### src/rtl/ascon_output_deserializer.sv
// Rebuilds the bit-serial Ascon data and tag streams into parallel words.
// A rising edge on the core ready strobe starts a fixed 128-cycle capture.
// The result is held until the consumer acknowledges it. When check_en was
// set at capture start, the rebuilt tag is also compared with expected_tag.
module ascon_output_deserializer #(
  parameter int y = 32,
  parameter int t = 128
) (
  input  logic         clk,
  input  logic         rst,
  input  logic         ascon_readyxSI,
  input  logic         output_dataxSI,
  input  logic         tagxSI,
  input  logic         check_en,
  input  logic [127:0] expected_tag,
  output logic [y-1:0] data_out,
  output logic [127:0] tag_out,
  output logic         out_valid,
  input  logic         out_ack,
  output logic         tag_match,
  output logic         busy
);

  typedef enum logic [1:0] {
    IDLE    = 2'd0,
    CAPTURE = 2'd1,
    DONE    = 2'd2
  } state_t;

  // Number of data samples kept, and the count value of the final capture cycle.
  localparam logic [7:0] DATA_LEN = 8'(y);
  localparam logic [7:0] LAST_CNT = 8'(t - 1);

  state_t         state;
  state_t         state_next;
  logic           ready_d;
  logic [7:0]     cnt;
  logic [y-1:0]   data_sr;
  logic [127:0]   tag_sr;
  logic           check_reg;

  logic           start;
  logic           last_sample;
  logic           data_active;
  logic [y-1:0]   data_shift;
  logic [127:0]   tag_shift;

  assign start       = ascon_readyxSI && !ready_d;
  assign last_sample = (state == CAPTURE) && (cnt == LAST_CNT);
  assign data_active = (cnt < DATA_LEN);
  // Shift values that include the bit being sampled this cycle, so the
  // final sample reaches the outputs on the same edge that leaves CAPTURE.
  assign data_shift  = {output_dataxSI, data_sr[y-1:1]};
  assign tag_shift   = {tagxSI, tag_sr[127:1]};

  // State register.
  always_ff @(posedge clk or posedge rst) begin
    if (rst) begin
      state <= IDLE;
    end else begin
      state <= state_next;
    end
  end

  // Next-state logic and state-decoded outputs.
  always_comb begin
    state_next = state;
    out_valid  = 1'b0;
    busy       = 1'b0;
    case (state)
      IDLE: begin
        if (start) begin
          state_next = CAPTURE;
        end
      end
      CAPTURE: begin
        busy = 1'b1;
        if (last_sample) begin
          state_next = DONE;
        end
      end
      DONE: begin
        out_valid = 1'b1;
        if (out_ack) begin
          state_next = IDLE;
        end
      end
      default: begin
        state_next = IDLE;
      end
    endcase
  end

  // Ready edge detector: sampled every cycle, whatever the state.
  always_ff @(posedge clk or posedge rst) begin
    if (rst) begin
      ready_d <= 1'b0;
    end else begin
      ready_d <= ascon_readyxSI;
    end
  end

  // Sample counter, shift registers and the check-enable latched at start.
  always_ff @(posedge clk or posedge rst) begin
    if (rst) begin
      cnt       <= 8'd0;
      data_sr   <= '0;
      tag_sr    <= '0;
      check_reg <= 1'b0;
    end else begin
      if (state == IDLE && start) begin
        cnt       <= 8'd0;
        check_reg <= check_en;
      end else if (state == CAPTURE) begin
        if (data_active) begin
          data_sr <= data_shift;
        end
        tag_sr <= tag_shift;
        if (!last_sample) begin
          cnt <= cnt + 8'd1;
        end
      end
    end
  end

  // Result registers: loaded only when a capture completes, so they never
  // show partial words and keep their values after the acknowledge.
  always_ff @(posedge clk or posedge rst) begin
    if (rst) begin
      data_out  <= '0;
      tag_out   <= '0;
      tag_match <= 1'b0;
    end else if (last_sample) begin
      data_out  <= data_active ? data_shift : data_sr;
      tag_out   <= tag_shift;
      tag_match <= check_reg ? (tag_shift == expected_tag) : 1'b1;
    end
  end

endmodule

### config.mk
export PLATFORM = sky130hd
export DESIGN_NAME = ascon_output_deserializer
export DESIGN_NICKNAME = d
export VERILOG_FILES = /design/src/rtl/ascon_output_deserializer.sv
export SDC_FILE = /design/constraint.sdc
export NUM_CORES = 1
export LEC_CHECK = 0
export CORE_MARGIN = 2
export CORE_UTILIZATION = 45
export CTS_CLUSTER_SIZE = 14
export DETAILED_ROUTE_END_ITERATION = 7
export GPL_TIMING_DRIVEN = 0
export PLACE_DENSITY_LB_ADDON = 0.25
export SETUP_SLACK_MARGIN = 0.5
export SLEW_MARGIN = 20
export SYNTH_ARGS = -nofsm -noshare
export SYNTH_HDL_FRONTEND = slang
export SYNTH_SLANG_ARGS = --single-unit
### constraint.sdc
create_clock -name clk -period 17.5 [get_ports clk]
set_input_delay 3.5 -clock clk [delete_from_list [all_inputs] [get_ports clk]]
set_output_delay 3.5 -clock clk [all_outputs]
set_load 0.02 [all_outputs]
==> qor.txt, run 1 <==
Cell taking the most area after synthesis: dfrtp_1
H-tree depth: 2
Dpl hpwl: 30400 um
Worst-case clock buffer depth: 3
Worst Setup Start Kind: flop
CTS Buf Count: 37
Biggest register: tag_out
Critical-path cell list: nand2b_4, inv_1, clkbuf_1, clkbuf_1, clkdlybuf4s50_1
Initial Util: 0.458
Most area-consuming cells after synthesis: dfrtp_1 (59%), mux2_2 (13%), nand2_1 (9.8%)
Initial antenna violation count: 10
WL per Instance: 20.7 um
FF+latch count, synth: 332
Fin. Hold Viols: 0
First-pass GRT wire length: 61800 um
TritonCTS clock tree: done
Final Skew: 13.3 ps
Post-Syn Area per Cell: 12.0 um2
Crit Path Class: flop to output pin
Slew Viols, Final: 0
Largest net degree at the start of global routing: 106
CP Capture Type: output pin
Psw: 0.000700 W
Setup TNS: 0 ps
Dpl cell area: 17600 um2
Sequential cell area fraction in the yosys report: 0.593
Most frequent cell after synthesis: nand2_1
Flop pwr share: 0.437
Clock share of power: 0.336
Gr ovfl total: 0
Final hold slack: 503 ps
Status: complete, no violations
Initial DRC count: 647
Tcrit/Tclk final: 0.368
Slew margin rel.: 0.403
Combinational Power Share: 0.227
LEAKAGE: 9.14 nW
Minimum clock period: 6440 ps
Die Ht: 180 um
CTS Hold Bufs: 0
CTS root buffer: clkbuf_16
Mapped Cells: 1171
Hold WC Path Type: flop to flop
Number of synthesized flops with an enable pin: 0
Post-layout nets: 1646
Sw Share: 0.310
Crit-path max FO: 10
DIE AREA: 32600 um2
Largest stage delay, worst path: 700 ps
Antenna Nets Post-Route: 0
Required time of the critical path: 14000 ps
Max-Cap Viols: 0
DRC: 0
Total wire length: 40200 um
Most used cell, CP: clkbuf_1
Post-CTS sizing: 0
Mapped Area: 14000 um2
Pwr dens: 120 nW/um2
CP max stage cell: clkdlybuf4s50_1
Design Area, Final: 18800 um2
Post-DR vias/cell: 5.09
Largest registers: tag_out: 128 flops, tag_sr: 127 flops
GRT Overall Usage: 0.249
VDD IR max: 67.1 uV
# setup viols final: 0
Layout cell share with drive strength beyond 1: 0.187
Synth top cells by count: nand2_1 (367), dfrtp_1 (332), mux2_2 (163)
Syn-to-layout area delta: 34.0%
Net Count, Synth: 1307
FFs w/ async S/R, synth: 1.00
Crit path DAT: 2940 ps
Synth warnings: 0
Yosys top cell area share: 0.593
CTS sink cnt: 332
Num rows: 64
DRT Pass-1 Iters: 5
Vias in the first global route: 10100
Die width: 180 um
Worst-Skew Late Latency: 520 ps
Via count: 9861
GP Congestion: 0.854
Main synth FF type: dfrtp_1
Number of setup buffers added after CTS: 0
Num ports: 298
Max reg flops: 128
Max Freq: 155 MHz
Clock transition at path regs: 60 ps
Yosys cell types: 37
Port Buffers: 297
Worst-Margin Slew: 893 ps
RSZ-0062 raised after global routing: no
Core area: 30600 um2
Internal: 0.00155 W
[layer usage]
layer	wire (um)	vias to the layer above	global-route usage
li1	-	4547	-
met1	17300	4949	0.330
met2	18900	283	0.401
met3	2730	74	0.0693
met4	1110	8	0.0732
met5	42	-	0
[cell type report]
class	instances	area (um2)
sequential	332	8310
clock inverter	13	80.1
antenna	5	12.5
fill	2456	11800
timing repair buffer	300	3060
multi-input combinational	776	5330
tap	396	495
buffer	50	322
clock buffer	53	1120
inverter	13	56.3
[cell usage in the layout, fill, tap and decap left out, types with 7 or more instances in the layout]
cell type / count
mux2_4: 30
xnor2_1: 72
o21ai_0: 13
clkbuf_16: 39
nor4_1: 18
mux2_2: 163
clkinv_2: 8
nor2_1: 7
dfrtp_1: 332
clkbuf_8: 9
clkdlybuf4s50_1: 297
nand2_1: 367
buf_6: 13
xor2_1: 53
nand4_1: 22
clkbuf_1: 24
inv_1: 12
buf_4: 8
[cells by family (layout without fill, tap and decap cells)]
kind of cell	count (synthesis)	count (layout)	share of synthesized area
xor+xnor	125	125	0.0781
compound gates	26	26	0.0114
buf+inv	63	429	0.0264
mux	193	193	0.163
other cells	0	5	0
simple gates	431	431	0.127
flops	332	332	0.593
fa+ha+maj	1	1	0.000893
[critical path, delay by kind of cell (launching register included)]
kind	cells	cell delay, ps
buf+inv	4	1850
simple gates	1	170
flops	1	400
[per-stage QoR]
step	cells	setup slack, ps	util	total power, W
after floorplan	1171	4800	-	0.00128
after global placement	1864	758	0.571	0.00150
after detailed placement	1867	11570	0.574	0.00151
after CTS	1933	10990	0.614	0.00228
after global routing	1935	10900	0.614	0.00236
final	1938	11060	0.614	0.00225
[final timing paths]
check	depth (start not counted)	start	endpoint	slack, ps
min in group asynchronous	2	rst	data_out[10]	3420
worst min register to register	1	tag_out[77]	tag_out[77]	500
worst max-delay path	5	state[1]	busy	11060
worst max register to register	6	cnt[0]	tag_out[116]	15400
worst min-delay path	1	tag_out[77]	tag_out[77]	500
max in group asynchronous	4	rst	tag_out[94]	12880
[power by group through the flow]
stage	combinational (W)	sequential, W	clock (W)
CTS	0.000518	0.000985	0.000772
global placement	0.000502	0.000993	0
global route	0.000559	0.000999	0.000802
floorplan	0.000282	0.000998	0
finish	0.000513	0.000985	0.000757
detailed placement	0.000515	0.000997	0
No activity file was read; power rests on OpenSTA's default activity.
==> run 2, diff against run 1 <==
==> constraint.sdc (replaced) <==
create_clock -name clk -period 6.6 [get_ports clk]
set_input_delay 1.32 -clock clk [delete_from_list [all_inputs] [get_ports clk]]
set_output_delay 1.32 -clock clk [all_outputs]
set_load 0.02 [all_outputs]
==> run 2 against run 1 <==
Sequential cell count is the same. Count of clock-buffer cells in the layout shrank 2. Worst setup slack lost 8800 ps. Sequential power grew to 2.6 times the previous value. Routed wire length grew 1.4%. Critical endpoint unchanged. Register-to-register slack lost 11000 ps. Largest cell class unchanged. Sequential share of layout area shrank 0.85 points. Worst hold slack is essentially flat. Non-clock buffer count grew 9.
==> qor.txt, run 2 (synthesis gave the netlist of run 1 again) <==
Most common cell after layout, fill and taps aside: nand2_1 (unchanged)
GP Congestion: 0.854 (about the same)
Worst Reg-to-Reg Cells: 6 (unchanged)
Core area: 30600 um2 (unchanged)
Port Buffers: 297 (unchanged)
TritonCTS clock tree: done (unchanged)
Antenna Nets Post-Route: 0 (unchanged)
Final Skew: 12.5 ps (was 13.3 ps)
Leading cell types in the layout, fill and taps excluded: nand2_1 (367), dfrtp_1 (332), clkdlybuf4s50_1 (297) (unchanged)
Met1 Resource Use GR: 0.330 (about the same)
Worst Setup Start Kind: flop (unchanged)
Status: complete, no violations (unchanged)
Worst-Skew Late Latency: 520 ps (about the same)
Non-filler instance count after layout: 1954 (was 1938)
LEAKAGE: 9.29 nW (was 9.14 nW)
Max reg flops: 128 (unchanged)
Total wire length: 40700 um (was 40200 um)
Num rows: 64 (unchanged)
Final worst setup slack: 2290 ps (was 11060 ps)
CTS sink cnt: 332 (unchanged)
Worst-Margin Slew: 919 ps (was 893 ps)
Post-DR vias/cell: 5.09 (about the same)
Slew margin rel.: 0.386 (was 0.403)
# setup viols final: 0 (unchanged)
Hold WC Path Type: flop to flop (unchanged)
H-tree depth: 2 (unchanged)
Dpl hpwl: 31000 um (was 30400 um)
Max Freq: 232 MHz
Post-layout nets: 1656 (was 1646)
Placed insts: 1876 (was 1867)
Pre-CTS setup slack: 2840 ps (was 11570 ps)
Largest registers: tag_out: 128 flops, tag_sr: 127 flops (unchanged)
Slew Viols, Final: 0 (unchanged)
Via count: 9940 (was 9861)
Worst Setup SP: state[1] (unchanged)
Required time of the critical path: 5280 ps (was 14000 ps)
Pwr dens: 330 nW/um2 (was 120 nW/um2)
Crit path DAT: 2990 ps (was 2940 ps)
Post-CTS sizing: 0 (unchanged)
Tcrit/Tclk final: 0.652
Initial DRC count: 765 (was 647)
Crit Path Class: flop to output pin (unchanged)
GR Layer Usage met3: 0.0659 (was 0.0693)
CTS Hold Bufs: 0 (unchanged)
Worst-case clock buffer depth: 3 (unchanged)
CTS root buffer: clkbuf_16 (unchanged)
R2R setup slack: 4420 ps (was 15400 ps)
Initial antenna violation count: 12 (was 10)
WL per Instance: 20.8 um (was 20.7 um)
GRT Max-Usage Layer: met2 (unchanged)
Syn-to-layout area delta: 36.7% (was 34.0%)
Critical Path Sink: busy (unchanged)
Die Ht: 180 um (unchanged)
Gr ovfl total: 0 (unchanged)
DRC: 0 (unchanged)
Biggest register: tag_out (unchanged)
VDD IR max: 186 uV (was 67.1 uV)
Clock transition at path regs: 60 ps (about the same)
Initial Util: 0.458 (unchanged)
RSZ-0062 raised after global routing: no (unchanged)
DIE AREA: 32600 um2 (unchanged)
Layout cell share with drive strength beyond 1: 0.190 (was 0.187)
DRT Pass-1 Iters: 4 (was 5)
Num ports: 298 (unchanged)
Capturing point of the worst reg2reg path: tag_sr[108] (was tag_out[116])
GRT Overall Usage: 0.250 (was 0.249)
Reg2reg start: state[1] (was cnt[0])
Met2 usage: 0.401 (about the same)
CTS Buf Count: 38 (was 37)
Fin. Hold Viols: 0 (unchanged)
Crit-path max FO: 10 (unchanged)
Vias in the first global route: 10100 (about the same)
First-pass GRT wire length: 62000 um (was 61800 um)
Max-Cap Viols: 0 (unchanged)
Number of setup buffers added after CTS: 0 (unchanged)
CP Capture Type: output pin (unchanged)
Largest net degree at the start of global routing: 35 (was 106)
Minimum clock period: 4310 ps
Die width: 180 um (unchanged)
==> run 2: changes by cell type in the layout (fill, tap and decap cells not counted), sizes merged <==
| cell | change |
|---|---|
| clkbuf | -2 |
| clkinv | -2 |
| inv | -2 |
| buf | +9 |
| bufinv | +9 |
| diode | +4 |
==> run 2: power breakdown <==
group	leakage (nW)	total [W]	internal, W	switching, W
combinational	4.08	0.00138	0.000631	0.000746
clock	0.672	0.00232	0.00149	0.000831
sequential	4.53	0.00261	0.00232	0.000295
total	9.29	0.00631	0.00444	0.00187
==> run 2: area by class of cell <==
class	count	area [um2]
Fill cell	2417	11400
Sequential cell	332	8310
Multi-Input combinational cell	776	5330
Timing Repair Buffer	309	3230
Clock buffer	51	1060
Tap cell	396	495
Clock inverter	18	324
Buffer	50	322
Inverter	13	52.6
Antenna cell	9	22.5
==> run 2: per-layer routing <==
| metal | up-vias | wire (um) | part of all wire |
|---|---|---|---|
| li1 | 4581 | - | - |
| met1 | 4966 | 17300 | 0.42 |
| met2 | 314 | 19400 | 0.48 |
| met3 | 73 | 2820 | 0.069 |
| met4 | 6 | 1170 | 0.029 |
| met5 | - | 40 | 0.00098 |
==> run 2: worst min path at each step <==
stage,from,end,slack [ps],cells past startpoint
floorplan,data_sr[0],data_sr[0],480,1
global placement,tag_out[1],tag_out[1],490,1
detailed placement,data_out[2],data_out[2],490,1
CTS,tag_out[115],tag_out[115],510,1
global route,data_out[13],data_out[13],520,1
finish,tag_out[17],tag_out[17],500,1
==> run 2: critical path, cell delays in order (launching register included) <==
cell and delay [ps]:
dfrtp_1 400, nand2b_4 170, inv_1 110, clkbuf_1 640
clkbuf_1 450, clkdlybuf4s50_1 700
==> run 2: through the flow <==
stage          hold slack (ps)  total power, W  utilization  cell area, um2  TNS (ps)
5_1_grt                    516         0.00658        0.626           19100         0
3_3_place_gp               489         0.00396        0.571           17500   -470660
2_1_floorplan              476         0.00339            -           14000         0
6_report                   503         0.00631        0.626           19100         0
3_5_place_dp               494         0.00402        0.580           17700         0
4_1_cts                    507         0.00635        0.625           19100         0
==> run 3, diff against run 2 <==
==> constraint.sdc (replaced) <==
create_clock -name clk -period 4 [get_ports clk]
set_input_delay 0.8 -clock clk [delete_from_list [all_inputs] [get_ports clk]]
set_output_delay 0.8 -clock clk [all_outputs]
set_load 0.02 [all_outputs]
==> run 3 against run 2 <==
Critical path depth is the same. Core utilization is essentially flat. Non-clock buffer count is the same. Final cell count is the same. Die area is the same. Critical endpoint unchanged. Highest routed layer unchanged.
==> qor.txt, run 3 (synthesis gave the netlist of run 1 again) <==
Status: complete, no violations (unchanged)
Hold WC Path Type: flop to flop (unchanged)
WL per Instance: 20.8 um (about the same)
Initial antenna violation count: 12 (unchanged)
GR Layer Usage met3: 0.0659 (unchanged)
CTS root buffer: clkbuf_16 (unchanged)
Gr ovfl total: 0 (unchanged)
Critical-path cell list: nand2b_4, inv_1, clkbuf_2, clkbuf_2, clkdlybuf4s50_1 (was nand2b_4, inv_1, clkbuf_1, clkbuf_1, clkdlybuf4s50_1)
Met1 Resource Use GR: 0.330 (unchanged)
Initial DRC count: 762 (was 765)
Num rows: 64 (unchanged)
Tcrit/Tclk final: 0.830
Antenna Nets Post-Route: 0 (unchanged)
Die Ht: 180 um (unchanged)
Tot Pwr: 0.0104 W (was 0.00631 W)
Most used cell, CP: clkbuf_2 (was clkbuf_1)
Buffers plus inverters on the worst setup path: 4 (unchanged)
Vias in the first global route: 10100 (unchanged)
Biggest register: tag_out (unchanged)
Crit-path max FO: 10 (unchanged)
Layout cell share with drive strength beyond 1: 0.191 (was 0.190)
Max Freq: 301 MHz
CP Capture Type: output pin (unchanged)
Minimum clock period: 3320 ps
First-pass GRT wire length: 62000 um (unchanged)
Worst-Margin Slew: 922 ps (was 919 ps)
R2R setup slack: 1880 ps (was 4420 ps)
DIE AREA: 32600 um2 (unchanged)
Hold Crit Depth: 1 (unchanged)
Largest net degree at the start of global routing: 35 (unchanged)
Die width: 180 um (unchanged)
Worst path depth: 5 (unchanged)
Leading cell types in the layout, fill and taps excluded: nand2_1 (367), dfrtp_1 (332), clkdlybuf4s50_1 (297) (unchanged)
Dpl hpwl: 31000 um (unchanged)
Required time of the critical path: 3200 ps (was 5280 ps)
Worst Setup Start Kind: flop (unchanged)
Reg2reg start: cnt[0] (was state[1])
Crit Path Class: flop to output pin (unchanged)
Design Area, Final: 19100 um2 (about the same)
Largest stage delay, worst path: 650 ps (was 700 ps)
Most common cell after layout, fill and taps aside: nand2_1 (unchanged)
Max-Cap Viols: 0 (unchanged)
Total wire length: 40700 um (about the same)
LEAKAGE: 9.30 nW (was 9.29 nW)
Met2 usage: 0.401 (unchanged)
Slew Viols, Final: 0 (unchanged)
Num ports: 298 (unchanged)
CTS Hold Bufs: 0 (unchanged)
Post-layout nets: 1656 (unchanged)
TritonCTS clock tree: done (unchanged)
Core area: 30600 um2 (unchanged)
H-tree depth: 2 (unchanged)
Worst Reg-to-Reg Cells: 6 (unchanged)
CTS Buf Count: 38 (unchanged)
Max reg flops: 128 (unchanged)
GRT Max-Usage Layer: met2 (unchanged)
Via count: 9943 (was 9940)
VDD IR max: 307 uV (was 186 uV)
Syn-to-layout area delta: 36.7% (about the same)
Clock transition at path regs: 60 ps (about the same)
Hold path startpoint: tag_out[17] (unchanged)
Pwr dens: 544 nW/um2 (was 330 nW/um2)
Worst Setup SP: state[1] (unchanged)
Worst-case clock buffer depth: 3 (unchanged)
Initial Util: 0.458 (unchanged)
CP max stage cell: clkdlybuf4s50_1 (unchanged)
DRT Pass-1 Iters: 4 (unchanged)
Cell family with the largest share of critical-path delay: buffers and inverters (unchanged)
Fill count: 2417 (unchanged)
Slew margin rel.: 0.384 (was 0.386)
# setup viols final: 0 (unchanged)
Largest registers: tag_out: 128 flops, tag_sr: 127 flops (unchanged)
Port Buffers: 297 (unchanged)
Worst-Skew Late Latency: 520 ps (about the same)
Crit path DAT: 2520 ps (was 2990 ps)
RSZ-0062 raised after global routing: no (unchanged)
DRC: 0 (unchanged)
Dpl cell area: 17700 um2 (unchanged)
GRT Overall Usage: 0.250 (unchanged)
Fin. Hold Viols: 0 (unchanged)
CTS sink cnt: 332 (unchanged)
GP Congestion: 0.854 (unchanged)
Post-DR vias/cell: 5.09 (about the same)
Final Skew: 12.8 ps (was 12.5 ps)
-- run 3: cell count changes in the layout (fill, tap and decap cells not counted) --
cell	before	now
clkbuf_1	29	27
clkbuf_2	0	2
-- run 3: worst register-to-register path: cells and delay by family, from the launching register on --
family,cells,cell delay (ps)
muxes,1,350
buffers and inverters,2,560
and+or+nand+nor,2,500
adders and majority gates,1,190
DFF,1,390
-- run 3: layout make-up --
cell class | count | area (um2) | share of cell area
antenna | 9 | 22.5 | 0.00118
buffer | 50 | 324 | 0.0169
clock buffer | 51 | 1060 | 0.0555
clock inverter | 18 | 324 | 0.0169
inverter | 13 | 52.6 | 0.00274
multi-input combinational | 776 | 5330 | 0.278
sequential | 332 | 8310 | 0.434
tap | 396 | 495 | 0.0259
timing repair buffer | 309 | 3230 | 0.169
-- run 3: where the power goes --
part / total (W) / internal (W) / switching [W]
combinational: 0.00227 / 0.00104 / 0.00123
clock: 0.00383 / 0.00245 / 0.00137
sequential: 0.00432 / 0.00383 / 0.000488
-- run 3: final timing paths --
check | endpoint
max | busy
min | tag_out[17]
max reg2reg | tag_out[36]
min reg2reg | tag_out[17]
max in group asynchronous | tag_sr[94]
min in group asynchronous | data_out[4]
-- run 3: layer usage --
layer | vias to the layer above | wire length (um)
li1 | 4582 | -
met1 | 4962 | 17300
met2 | 320 | 19400
met3 | 73 | 2810
met4 | 6 | 1170
met5 | - | 40
-- run 3: stage by stage --
stage          utilization  setup slack, ps  setup TNS [ps]  std cells  hold slack, ps
2_1_floorplan            -            -1230         -409900       1171             476
3_3_place_gp         0.571            -3530        -1161220       1864             489
3_5_place_dp         0.580              760               0       1876             494
4_1_cts              0.625              655               0       1945             487
5_1_grt              0.626              594               0       1950             509
6_report             0.626              679               0       1954             504
-- run 3: what timing repair did --
item,in CTS,in global routing
buffers inserted,0,0
resized for setup,2,0
setup endpoints to repair,1,0
